**src/rtl/pc_seq.sv**
```systemverilog
// Fetch-stage sequencer: drives the PC register, issues instruction fetches and
// buffers a fetched word across stalls. Optional counters: `define PC_SEQ_PERF_EN.
module pc_seq #(
    parameter logic [31:0] RESET_PC = 32'h0000_3000
) (
    input  logic        clk,
    input  logic        reset,
    input  logic [31:0] pc,
    output logic        pc_en,
    output logic [31:0] npc,
    output logic        imem_req,
    output logic [31:0] imem_addr,
    input  logic        imem_ack,
    input  logic [31:0] imem_rdata,
    input  logic        stall,
    input  logic        br_taken,
    input  logic [31:0] br_target,
    output logic        f_valid,
    output logic [31:0] f_instr,
    output logic [31:0] perf_fetch,
    output logic [31:0] perf_stall
);

    typedef enum logic [1:0] {
        BOOT  = 2'd0,
        FETCH = 2'd1,
        HOLD  = 2'd2
    } state_t;

    state_t      state_q, state_d;
    logic        redir_valid_q, redir_valid_d;
    logic [29:0] redir_tgt_q, redir_tgt_d;
    logic [31:0] ibuf_q, ibuf_d;
    logic [29:0] npc_word;

    // Targets and PCs are word addresses; the byte-offset bits never reach npc.
    logic unused_low_bits;
    assign unused_low_bits = ^{br_target[1:0], pc[1:0]};

    assign imem_addr = pc;

    always_comb begin
        state_d  = state_q;
        ibuf_d   = ibuf_q;
        pc_en    = 1'b0;
        f_valid  = 1'b0;
        imem_req = 1'b0;
        f_instr  = 32'h0;
        case (state_q)
            BOOT: begin
                state_d = FETCH;
            end
            FETCH: begin
                imem_req = 1'b1;
                if (imem_ack) begin
                    if (!stall) begin
                        f_valid = 1'b1;
                        f_instr = imem_rdata;
                        pc_en   = 1'b1;
                    end else begin
                        ibuf_d  = imem_rdata;
                        state_d = HOLD;
                    end
                end
            end
            HOLD: begin
                if (!stall) begin
                    f_valid = 1'b1;
                    f_instr = ibuf_q;
                    pc_en   = 1'b1;
                    state_d = FETCH;
                end
            end
            default: begin
                state_d = BOOT;
            end
        endcase
    end

    // A redirect that cannot be applied this cycle is parked until the next PC load.
    always_comb begin
        redir_valid_d = redir_valid_q;
        redir_tgt_d   = redir_tgt_q;
        if (pc_en) begin
            redir_valid_d = 1'b0;
        end else if (br_taken) begin
            redir_valid_d = 1'b1;
            redir_tgt_d   = br_target[31:2];
        end
    end

    always_comb begin
        npc_word = pc[31:2] + 30'd1;
        if (state_q == BOOT) begin
            npc_word = RESET_PC[31:2];
        end else if (br_taken) begin
            npc_word = br_target[31:2];
        end else if (redir_valid_q) begin
            npc_word = redir_tgt_q;
        end
        npc = {npc_word, 2'b00};
    end

    always_ff @(posedge clk or negedge reset) begin
        if (!reset) begin
            state_q       <= BOOT;
            redir_valid_q <= 1'b0;
            redir_tgt_q   <= 30'h0;
            ibuf_q        <= 32'h0;
        end else begin
            state_q       <= state_d;
            redir_valid_q <= redir_valid_d;
            redir_tgt_q   <= redir_tgt_d;
            ibuf_q        <= ibuf_d;
        end
    end

`ifdef PC_SEQ_PERF_EN
    logic [31:0] perf_fetch_q, perf_fetch_d;
    logic [31:0] perf_stall_q, perf_stall_d;

    // Both counters stick at all-ones rather than wrapping.
    always_comb begin
        perf_fetch_d = perf_fetch_q;
        perf_stall_d = perf_stall_q;
        if (f_valid && (perf_fetch_q != 32'hFFFF_FFFF)) begin
            perf_fetch_d = perf_fetch_q + 32'd1;
        end
        if (stall && (state_q != BOOT) && (perf_stall_q != 32'hFFFF_FFFF)) begin
            perf_stall_d = perf_stall_q + 32'd1;
        end
    end

    always_ff @(posedge clk or negedge reset) begin
        if (!reset) begin
            perf_fetch_q <= 32'h0;
            perf_stall_q <= 32'h0;
        end else begin
            perf_fetch_q <= perf_fetch_d;
            perf_stall_q <= perf_stall_d;
        end
    end

    assign perf_fetch = perf_fetch_q;
    assign perf_stall = perf_stall_q;
`else
    assign perf_fetch = 32'h0;
    assign perf_stall = 32'h0;
`endif

endmodule

```
**config.mk**
```make
export PLATFORM = sky130hd
export DESIGN_NAME = pc_seq
export DESIGN_NICKNAME = d
export VERILOG_FILES = /design/src/rtl/pc_seq.sv
export SDC_FILE = /design/constraint.sdc
export NUM_CORES = 1
export LEC_CHECK = 0
export ABC_AREA = 1
export BUFFER_PORTS_ARGS = -buffer_cell sky130_fd_sc_hd__buf_4
export CELL_PAD_IN_SITES_DETAIL_PLACEMENT = 1
export CELL_PAD_IN_SITES_GLOBAL_PLACEMENT = 1
export CORE_MARGIN = 1.5
export CORE_UTILIZATION = 29
export CTS_CLUSTER_DIAMETER = 200
export CTS_CLUSTER_SIZE = 30
export DETAILED_ROUTE_END_ITERATION = 8
export PLACE_DENSITY_LB_ADDON = 0.1
export SYNTH_ARGS = -nofsm -noshare
export SYNTH_HDL_FRONTEND = slang
export SYNTH_SLANG_ARGS = --single-unit
export TNS_END_PERCENT = 1
```
**constraint.sdc**
```tcl
create_clock -name clk -period 1.4 [get_ports clk]
set_input_delay 0.14 -clock clk [delete_from_list [all_inputs] [get_ports clk]]
set_output_delay 0.14 -clock clk [all_outputs]
set_load 0.05 [all_outputs]
```
-- Word-level counts from Yosys, hierarchy flattened
Index checks and enable logic that the tools add are counted.
- $add $sub $neg: 1
- equality and inequality tests: 5
- multiplexer cells: 17
- bitwise gates (word level): 1
- reduce and logical (&&, ||, !) cells: 5
- operators with widths (cell ; count):
    $mux 32 ; 3
    $mux 30 ; 3
    $pmux 32 s2 ; 1
    $add 30x1->30 const B ; 1
    $mux 2 ; 3
    $ne 2x2->1 const B ; 3
    $pmux 2 s3 ; 1
    $reduce_and 3->1 ; 2
    $mux 1 ; 5
    $eq 2x1->1 const B ; 1
    $eq 2x2->1 const B ; 1
    $logic_not 2->1 ; 1
    $pmux 1 s2 ; 1
    $reduce_and 2->1 ; 1
    $reduce_bool 2->1 ; 1
    $not 1->1 ; 1
- register bits after elaboration: 65
- input port bits: 101
- output and inout port bits: 163
- logic and storage cells: 33

-- Longest topological paths before layout
Gate-level depths: netlist (run 1).
- depth after elaboration: 5
- depth in mapped cells: 9

-- Least setup slack after synthesis (run 1)
OpenSTA, ideal clock, no wires.
- path type: register to output
- start point: register state_q[1]
- end point: output f_instr[0]
- arrival time: 2373 ps
- path slack: -1113 ps
- cell stages (with the launch flop): 8
- cell sequence: dfrtp_1 inv_1 ha_1 nand3_1 inv_2 clkbuf_1 nand2_1 a21oi_1
- word-level cells in the longest chain between the ends: 2
- elaborated cells between the ends (all ways): 3
- classes of those cells: eq/ne (2); mux (1)
- ends and longest elaborated chain (element ; line ; RTL):
    from (decl) ; 30 ; state_t state_q, state_d;
    from (signal assigned) ; 111 ; state_q <= state_d;
    $eq 2x2->1 or $eq 2x1->1 (tied branches) ; 49 ; case (state_q)
    $pmux 32 s2 * ; 49 ;
    to (decl) ; 19 ; output logic [31:0] f_instr,
Mark *: on every way between the ends. The rest lies on a longest branch, timed or not.

-- Worst setup path after layout (run 1)
- start point: register state_q[0]
- end point: output f_instr[8]
The elaborated chain is that of the path after synthesis.

==> results of run 1 <==
## routing by layer
metal / share of wire (%) / up-vias
met5: 0 / -
met4: 0.99 / 0
met3: 3.5 / 14
met2: 51 / 143
met1: 44 / 2623
li1: - / 2655
## sequential cells by signal, indices dropped and copies added (netlist names)
name / flops
ibuf_q: 32
redir_tgt_q: 30
state_q: 2
redir_valid_q: 1
## layout make-up
class	count	area [um2]
repair buffers	278	2560
multi-input cells	543	3540
inverters	65	254
fillers	2160	9310
clock inverters	5	78.8
well taps	229	287
flip-flops and latches	65	1630
clock buffers	11	243
## repair_timing
item                       in CTS  in global routing
cloned                          1                  0
hold endpoints to repair       29                  0
setup endpoints to repair     128                130
pin swaps                       6                  6
hold buffers                    1                  0
buffers inserted                3                  0
gates resized for setup       106                 55
## cell families after synthesis
| kind of cell | Yosys count | synth area share (%) |
|---|---|---|
| compound gates | 155 | 15.1 |
| xor+xnor | 7 | 1.16 |
| fa+ha+maj | 5 | 1.19 |
| buf+inv | 197 | 22.2 |
| flops | 65 | 30.9 |
| mux | 32 | 6.84 |
| other cells | 1 | 0.0712 |
| simple gates | 278 | 22.5 |
## path summary, 6_finish.rpt
kind | from | to | slack [ps] | cells past startpoint
max reg2reg | state_q[0] | redir_tgt_q[26] | -320 | 9
max in group asynchronous | reset | ibuf_q[15] | 550 | 3
min reg2reg | redir_tgt_q[16] | redir_tgt_q[16] | 490 | 2
min | imem_rdata[1] | ibuf_q[1] | 50 | 2
min in group asynchronous | reset | ibuf_q[25] | 280 | 2
max | state_q[0] | f_instr[8] | -560 | 8
## cells in the final DEF, fill, tap and decap left out, types with 10 or more instances in the layout
cell type / instances
a21oi_4: 45
buf_8: 11
nor2_4: 14
mux2_4: 29
dfrtp_1: 65
buf_6: 59
conb_1: 66
nand2_2: 10
o21ai_1: 20
inv_1: 57
a21oi_1: 30
o21ai_2: 10
nor2_1: 37
nand3_1: 29
nand2_1: 172
o21ai_0: 33
buf_4: 194
buf_12: 13
## where the power goes
part	internal (mW)	total, mW	switching [mW]
Combinational	3.76	9.73	5.97
Clock	1.61	2.47	0.863
Sequential	2.58	3.00	0.418
Total	7.95	15.2	7.25
==> out/summary.txt, run 1 <==
critical-path cell list = inv_2, ha_2, inv_2, nor2_4, buf_8, nand2_2, a21oi_4, buf_8
Avg Synthesized Cell Area = 7.11 um2
synth cell count leaders = nand2_1, buf_4, a21oi_1
vias in the first global route = 5818
CP delay by family, top = buffers and inverters
CP arrival = 1820 ps
Setup WS pre-CTS = -354 ps
Antenna Violating Nets Remaining = 0
RSZ-0062 raised after global routing = yes
met2 GRT Util = 37.1%
Setup CP Type = reg -> out
HPWL after DPL = 14900 um
Ys Warns = 0
Row Count = 49
Layout Skew = 4.09 ps
Total Wirelength = 19400 um
DIE AREA = 0.0190 mm2
gr usage total = 20.7%
Avg WL per Cell = 16.2 um
cells after synthesis = 740
Synth area leaders = dfrtp_1, buf_4, nand2_1
grt ovf = 0
largest net degree at the start of global routing = 43
final hold violations = 0
hold slack = 50.5 ps
Top FF cell, synth = dfrtp_1
die height = 138 um
clock root cell = clkbuf_16
Die X = 138 um
Yosys top cell area share = 30.9%
met3 Use GR = 2.65%
Syn Std Cell Area = 0.00527 mm2
P per Cell Area = 1770 mW/mm2
H-tree levels = 3
HP Class = in -> reg
final worst slack = -564 ps
CTS Buffer Depth = 2
GR Layer Usage met1 = 26.4%
part of the Yosys area used for sequential elements = 30.9%
leak pwr = 4.00 nW
total negative slack = -40980 ps
Iteration-0 DRC Markers = 182
total CTS buffers = 9
CTS Sinks = 65
Tcrit/Tclk final = 140%
I/O pin total = 264
initial antenna violation count = 0
clock latency on the worst-skew pair = 330 ps
dpl cell area = 0.00776 mm2
diode count = 0
vias = 5435
core area = 0.0179 mm2
Synth-to-Final Area Change = 63.1%
IO buf count = 191
f_max = 0.509 GHz
WP buf/inv = 4
Via-to-Cell Ratio = 4.54
share of cells above drive strength 1 = 45.4%
Critical Path Start Type = register
Distinct cells, synth = 32
Tmin final = 1960 ps
design area = 0.00859 mm2
DRC violations left = 0
Final Instance Count excl. Fillers = 1196
CTS tree = done
Post-Place Cells = 1177
Post-synth EDFFs = 0
Max-cap violations = 0
most frequent cell after synthesis = nand2_1
Pre-antenna DRT Iters = 6
crit path capture type = primary output
Most Crowded Layer GR = met2
first-pass GRT wire length = 30200 um
initial core utilization = 29.4%
Peak VDD IR = 1.06 mV
Final Setup Violations = 128
RD Place Congestion = 0.831
Design Power = 15.2 mW
CTS clk-pin slew, worst paths = 60 ps
ys async rst share = 100%
Core Util, Final = 48.0%
status = complete, but fails checks
slowest stage cell, crit path = dfrtp_1
Layout Nets = 1068
failing checks = negative setup slack
leading area contributor after synthesis = dfrtp_1
Pins Over Slew Limit = 0
Max FO, Critical Path = 12
Required @ worst endpoint = 1260 ps
max incr delay on CP = 390 ps
FF+latch count, synth = 65
Note: power is estimated with default switching activity, not from simulation.
==> run 2: changes to the inputs <==
Settings changed: PLACE_DENSITY_LB_ADDON 0.1 to 0.08, SETUP_SLACK_MARGIN from default to 0.4.
==> run 2 against run 1 <==
The flow still finishes with violations (negative setup slack). Worst hold slack worse by 11 ps. Critical path depth stayed put. Combinational power is 4% higher. Final area is 1.1% higher. Non-clock buffer count is 1 higher. Sequential power hardly changed.
==> out/summary.txt, run 2 (same netlist as run 1, synthesis figures left out) <==
status = complete, but fails checks
failing checks = negative setup slack
initial antenna violation count = 0 (unchanged)
crit path capture type = primary output
Iteration-0 DRC Markers = 125 (-31%)
WP buf/inv = 4 (unchanged)
H-tree levels = 3 (unchanged)
Final Setup Violations = 129 (+0.78%)
Tcrit/Tclk final = 143% (+2.5 points)
P per Cell Area = 1770 mW/mm2 (about the same)
HP Class = in -> reg
CTS tree = done
I/O pin total = 264 (unchanged)
Max-cap violations = 0 (unchanged)
Peak VDD IR = 1.04 mV (-2.2%)
vias = 5460 (+0.46%)
cell-internal power = 7.98 mW (+0.38%)
vias in the first global route = 5684 (-2.3%)
most frequent cells in the layout = buf_4, nand2_1, conb_1
Pins Over Slew Limit = 0 (unchanged)
CTS Buffer Depth = 2 (unchanged)
sequential cell area = 0.00163 mm2 (unchanged)
largest net degree at the start of global routing = 39 (-9.3%)
Total Wirelength = 19500 um (+0.74%)
CTS clk-pin slew, worst paths = 60 ps (about the same)
Core Util, Final = 48.5% (+0.52 points)
Tmin final = 2000 ps (+34.5 ps)
CP delay by family, top = buffers and inverters
max incr delay on CP = 440 ps (+50 ps)
Critical Path Start Type = register
Largest register FFs = 32 (unchanged)
gr usage total = 19.3% (-1.4 points)
Setup CP Type = reg -> out
sw frac = 48.1% (+0.37 points)
diode count = 0 (unchanged)
RD Place Congestion = 0.819 (-1.5%)
CTS Sinks = 65 (unchanged)
Synth-to-Final Area Change = 64.9%
Avg WL per Cell = 16.3 um (+0.66%)
area occupied by multi-input gates = 0.00356 mm2 (+0.42%)
sequential share of power = 19.6% (about the same)
f_max = 0.500 GHz (-1.7%)
die height = 138 um (unchanged)
filler cell count = 2143 (-0.79%)
leak pwr = 3.97 nW (-0.63%)
clock root cell = clkbuf_16
NetSw = 7.39 mW (+1.9%)
Setup WS pre-CTS = -391 ps (-36.3 ps)
Layout Skew = 9.84 ps (+5.74 ps)
IO buf count = 191 (unchanged)
core area = 0.0179 mm2 (unchanged)
Layout Nets = 1069 (+0.094%)
grt ovf = 0 (unchanged)
share of cells above drive strength 1 = 46.7% (+1.3 points)
HPWL after DPL = 14600 um (-1.9%)
Most flops, register = ibuf_q
hold slack = 39.0 ps (-11.4 ps)
Combinational Power Share = 65.6% (+1.6 points)
clock latency on the worst-skew pair = 340 ps (about the same)
final hold violations = 0 (unchanged)
clock share of power = 14.8% (-1.4 points)
CP arrival = 1860 ps (+40 ps)
DIE AREA = 0.0190 mm2 (unchanged)
slowest stage cell, crit path = dfrtp_1
Row Count = 49 (unchanged)
Antenna Violating Nets Remaining = 0 (unchanged)
critical-path cell list = inv_2, ha_4, nand3_2, clkinv_4, buf_12, nand2_1, a21oi_4, buf_6
most common cell after layout, fill and taps aside = buf_4
Die X = 138 um (unchanged)
Post-Place Cells = 1171 (-0.51%)
Pre-antenna DRT Iters = 4 (-2)
Final Instance Count excl. Fillers = 1197 (+0.084%)
final worst slack = -599 ps (-34.5 ps)
initial core utilization = 29.4% (unchanged)
Required @ worst endpoint = 1260 ps (about the same)
Via-to-Cell Ratio = 4.56 (+0.38%)
Max FO, Critical Path = 10 (-2)
DRC violations left = 0 (unchanged)
RSZ-0062 raised after global routing = yes
first-pass GRT wire length = 28300 um (-6.3%)
Top Registers = ibuf_q x32, redir_tgt_q x30, state_q x2
total CTS buffers = 9 (unchanged)
run 2: cell types whose count changed in the layout (fill, tap and decap cells not counted), sizes merged:
cell | previous run | this run
bufinv | 2 | 1
clkinvlp | 0 | 2
buf | 277 | 273
clkinv | 4 | 3
clkbuf | 11 | 16
run 2: path summary, 6_finish.rpt:
| check | cells after the start | to | from | slack, ps |
|---|---|---|---|---|
| worst min-delay path | 2 | ibuf_q[11] | imem_rdata[11] | 40 |
| worst max register to register | 9 | redir_tgt_q[28] | state_q[0] | -310 |
| min in group asynchronous | 2 | redir_tgt_q[8] | reset | 230 |
| worst min register to register | 2 | redir_tgt_q[3] | redir_tgt_q[3] | 480 |
| worst max-delay path | 8 | f_instr[7] | state_q[1] | -600 |
| max in group asynchronous | 3 | redir_tgt_q[27] | reset | 650 |
run 2: per-stage QoR:
stage	cell area, um2	power, mW	setup TNS [ps]
2_1_floorplan	6220	9.24	-16910
3_3_place_gp	7700	11.4	-21750
3_5_place_dp	7700	11.6	-25590
4_1_cts	8320	14.5	-41590
5_1_grt	8680	16.1	-53930
6_report	8680	15.4	-44470
run 2: power groups by stage:
stage | registers (mW) | clock network, mW | logic, mW
floorplan | 2.86 | 0 | 6.38
global placement | 2.91 | 0 | 8.49
detailed placement | 2.97 | 0 | 8.62
CTS | 2.95 | 2.32 | 9.28
global route | 3.10 | 2.40 | 10.6
finish | 3.01 | 2.28 | 10.1
run 2: layout make-up:
| cell class | instances | share of cell area [%] |
|---|---|---|
| clock inverters | 5 | 0.634 |
| inverters | 65 | 2.98 |
| repair buffers | 279 | 30.6 |
| flip-flops and latches | 65 | 18.7 |
| multi-input cells | 543 | 41.0 |
| clock buffers | 11 | 2.80 |
| well taps | 229 | 3.30 |
run 2: what timing repair did:
item / 4_1_cts / 5_1_grt
resized for setup: 107 / 53
setup endpoints to repair: 130 / 130
cloned: 0 / 6
hold endpoints to repair: 56 / 0
pin swaps: 3 / 10
hold buffers: 1 / 0
setup buffers: 0 / 3
run 2: per-layer routing:
metal	part of all wire, %	track usage [%]	up-vias	wire [um]
met4	1.5	5.61	0	298
met2	50	34.8	144	9840
li1	-	-	2651	-
met5	0	0	-	0
met1	44	23.7	2648	8560
met3	4.2	3.05	17	824
